## src/rtl/bcd_adder.sv

```systemverilog
// Registered multi-digit BCD adder with ripple decimal carry and one-cycle latency.
// Optional BCD_INVALID_FLAG_EN adds a registered err flag for non-BCD operand digits.
module bcd_adder #(
  parameter int DIGITS = 1
) (
  input  logic                clk,
  input  logic                rst,
  input  logic                in_valid,
  input  logic [4*DIGITS-1:0] a,
  input  logic [4*DIGITS-1:0] b,
  input  logic                Cin,
  output logic [4*DIGITS-1:0] s,
  output logic                Cout,
  output logic                out_valid
`ifdef BCD_INVALID_FLAG_EN
  ,
  output logic                err
`endif
);

  logic [4*DIGITS-1:0] sum_next;
  logic                carry;
  logic [4:0]          raw;

  // Digit sums above 9 (including non-BCD inputs) wrap by adding 6 and carry into the next digit.
  always_comb begin
    sum_next = '0;
    raw      = '0;
    carry    = Cin;
    for (int i = 0; i < DIGITS; i++) begin
      raw = 5'(a[4*i +: 4]) + 5'(b[4*i +: 4]) + 5'(carry);
      if (raw > 5'd9) begin
        sum_next[4*i +: 4] = 4'(raw + 5'd6);
        carry              = 1'b1;
      end else begin
        sum_next[4*i +: 4] = raw[3:0];
        carry              = 1'b0;
      end
    end
  end

  always_ff @(posedge clk or posedge rst) begin
    if (rst) begin
      s         <= '0;
      Cout      <= 1'b0;
      out_valid <= 1'b0;
    end else begin
      out_valid <= in_valid;
      if (in_valid) begin
        s    <= sum_next;
        Cout <= carry;
      end
    end
  end

`ifdef BCD_INVALID_FLAG_EN
  logic bad_digit;

  always_comb begin
    bad_digit = 1'b0;
    for (int i = 0; i < DIGITS; i++) begin
      if (a[4*i +: 4] > 4'd9 || b[4*i +: 4] > 4'd9) begin
        bad_digit = 1'b1;
      end
    end
  end

  always_ff @(posedge clk or posedge rst) begin
    if (rst) begin
      err <= 1'b0;
    end else if (in_valid) begin
      err <= bad_digit;
    end
  end
`endif

endmodule

```

## config.mk

```make
export PLATFORM = sky130hd
export DESIGN_NAME = bcd_adder
export DESIGN_NICKNAME = d
export VERILOG_FILES = /design/src/rtl/bcd_adder.sv
export SDC_FILE = /design/constraint.sdc
export NUM_CORES = 1
export LEC_CHECK = 0
export ABC_CLOCK_PERIOD_IN_PS = 3100
export CORE_ASPECT_RATIO = 1.5
export CORE_UTILIZATION = 25
export DETAILED_ROUTE_END_ITERATION = 6
export PLACE_DENSITY = 0.58
export RECOVER_POWER = 50
export SLEW_MARGIN = 10
export SYNTH_ARGS = -nofsm -noshare
export SYNTH_HDL_FRONTEND = slang
export SYNTH_SLANG_ARGS = --single-unit
```

## constraint.sdc

```tcl
create_clock -name clk -period 3.1 [get_ports clk]
set_clock_uncertainty 0.2 [all_clocks]
set_input_delay 0.31 -clock clk [delete_from_list [all_inputs] [get_ports clk]]
set_output_delay 0.31 -clock clk [all_outputs]
set_load 0.01 [all_outputs]
```

==> reports/metrics.csv <==
metric;value;unit
path_max_fanout;4;
p_comb_share;50.9;%
synth_top_family_by_area;compound AO/OA/AOI/OAI gates;
clkPwrFrac;20.0;%
tightest_slew;0.3931;ns
hold_viol;0;
syn_area;519.2;um^2
finalSetupViolations;0;
rows;19;
chipHeight;57.82;um
critical_path_class;in -> reg;
root_buffer;clkbuf_4;
reg2reg_depth;3;
period_needed;2.893;ns
grt_max_degree;13;
peakVddDrop;0.1635;mV
die_area;2267;um^2
crit_cells;9;
core_area;1902;um^2
place_congestion;0.7643;
ys_seq_area_share;28.92;%
drt_iter0_drc;7;
final_common_cell;clkdlybuf4s50_1;
path_clk_slew;0.05;ns
r2r_slack;2.00;ns
dp_hpwl;928.3;um
switching_share;31.97;%
hold_class;in -> async;
vias;517;
status;finished clean;
avgSynthCellArea;9.272;um^2
grt_use_total;12.39;%
crit_required;3.04;ns
start_util;27.30;%
clockBufferDepth;2;
synthMuxAreaShare;4.096;%
viasPerCell;5.019;
most-common-layout-cells;clkdlybuf4s50_1 (14), buf_4 (7), dfrtp_1 (6), inv_1 (5), nor2_1 (5);
diodes;0;
crit_arrival;2.84;ns
path_common_cell;fa_1;
cts_num_sinks;6;
fmax;0.3456;GHz
critical_path.top_delay_family;adder cells;
p_leak;0.3485;nW
htreeDepth;1;
cts_setup_buffers;0;
crit_path_start;a[0];
nets;102;
synth-simple-area-share;18.80;%
period_share;93.33;%
cp_num_buf_inv;1;
die_w;39.21;um
synth.distinct_cells;29;
grt_antenna_before_repair;0;
power_frac_seq;29.1;%
cp_cell_sequence;clkdlybuf4s50_1 -> fa_1 -> fa_1 -> xnor2_2 -> ha_1 -> nand2b_1 -> a221oi_1 -> a311oi_1 -> a211oi_1;
worstReg2RegEnd;s[1]$_DFFE_PP0P_;
io_pins;18;
grt_pass1_vias;488;
reg2reg_from;s[1]$_DFFE_PP0P_;
synthAdderAreaFrac;17.35;%
grt_overflow;0;
whs;0.2164;ns
portBuffers;17;
start_kind;input pin;
dr.pass1.iters;4;
switchingPower;114.6;uW
p_int;243.9;uW
power_density;450.5;nW/um^2
worstSkewPairLatency;0.24;ns
fin_cells;103;
maxSlewHeadroom;73.71;%
ant_nets;0;
synth_xor_area_share;1.687;%
wl_per_cell;11.07;um
synth-seq-cells;6;
syn_inst;56;
endpoint_kind;flop;
grt_pass1_wl;1918;um
drive_above_1_share;17.07;%
drv_cap;0;
cts_buffers;3;
cts_tree;built;
synth-main-ff-cell;dfrtp_1;
async_flop_share;100.0;%
yosys_warnings;0;
synth_compound_area_share;24.10;%
drc_errors;0;
cp_slowest_cell;fa_1;
dpl.cell_count;100;
grt_setup_unrepaired;false;
routed_wl;1140;um
synth_nets;74;
max_stage_delay;0.46;ns
area_delta_synth_final;53.25;%
holdBufCountCts;0;
synth_edf_count;0;
finalMaxSlewViolations;0;
-- through the flow --
step	total power [mW]	util, %	setup WS, ns	setup TNS [ns]	instance area (um^2)
floorplan	0.1990	-	0.3725	0	519.2
detailed placement	0.2854	40.00	-0.1638	-0.2907	760.7
finish	0.3585	41.84	0.2069	0	795.8
CTS	0.3621	41.18	0.08429	0	783.3
global placement	0.2832	40.00	-0.07321	-0.1027	760.7
global route	0.3875	41.84	0.04597	0	795.8
-- synthesized netlist by cell type (2+ instances only) --
master,instances,area [um^2]
dfrtp_1,6,150.1
inv_1,5,18.77
nor2_1,5,18.77
ha_1,4,50.05
a211oi_1,3,22.52
a21oi_1,3,15.01
nand3_1,3,15.01
a31oi_1,2,12.51
fa_1,2,40.04
nand2_1,2,7.510
nor2b_1,2,12.51
o2111ai_1,2,17.52
-- area by class of cell --
type,count,area (um^2)
fillers,209,1106
multi-input cells,44,355.3
repair buffers,24,222.7
flip-flops and latches,6,150.1
well taps,21,26.28
clock buffers,3,22.52
inverters,5,18.77
-- cells by family (layout without fill, tap and decap cells) --
kind of cell | count (synthesis) | after routing
AOI/OAI and AO/OA | 17 | 17
muxes | 2 | 2
adders and majority gates | 6 | 6
buffers and inverters | 6 | 32
and+or+nand+nor | 18 | 18
DFF | 6 | 6
xor gates and xnor gates | 1 | 1
-- state kept, by name, indices dropped and copies added (netlist names) --
signal and flops:
s 4, Cout 1, out_valid 1
-- power groups by stage --
stage / registers [mW] / clock network (mW) / logic [mW]
after floorplan: 0.114 / 0 / 0.0845
after global placement: 0.105 / 0 / 0.178
after detailed placement: 0.106 / 0 / 0.179
after CTS: 0.105 / 0.0765 / 0.180
after global routing: 0.108 / 0.0797 / 0.200
final: 0.104 / 0.0717 / 0.182
-- per-layer routing --
metal	track usage [%]	vias up	routed length [um]
met2	21.19	13	640
li1	-	262	-
met4	11.82	0	27
met1	11.89	240	436
met3	1.149	2	35
met5	0	-	0
-- timing repair --
item | in CTS | in global routing
resized for setup | 0 | 2
endpoints found under the hold margin | 0 | 0
setup endpoints to repair | 0 | 1
-- worst max-delay path by stage --
| stage | end |
|---|---|
| detailed placement | s[2]$_DFFE_PP0P_ |
| finish | s[2]$_DFFE_PP0P_ |
| floorplan | s[1]$_DFFE_PP0P_ |
| CTS | s[2]$_DFFE_PP0P_ |
| global placement | s[2]$_DFFE_PP0P_ |
| global route | s[2]$_DFFE_PP0P_ |
Power figures use the tool's default switching activity.
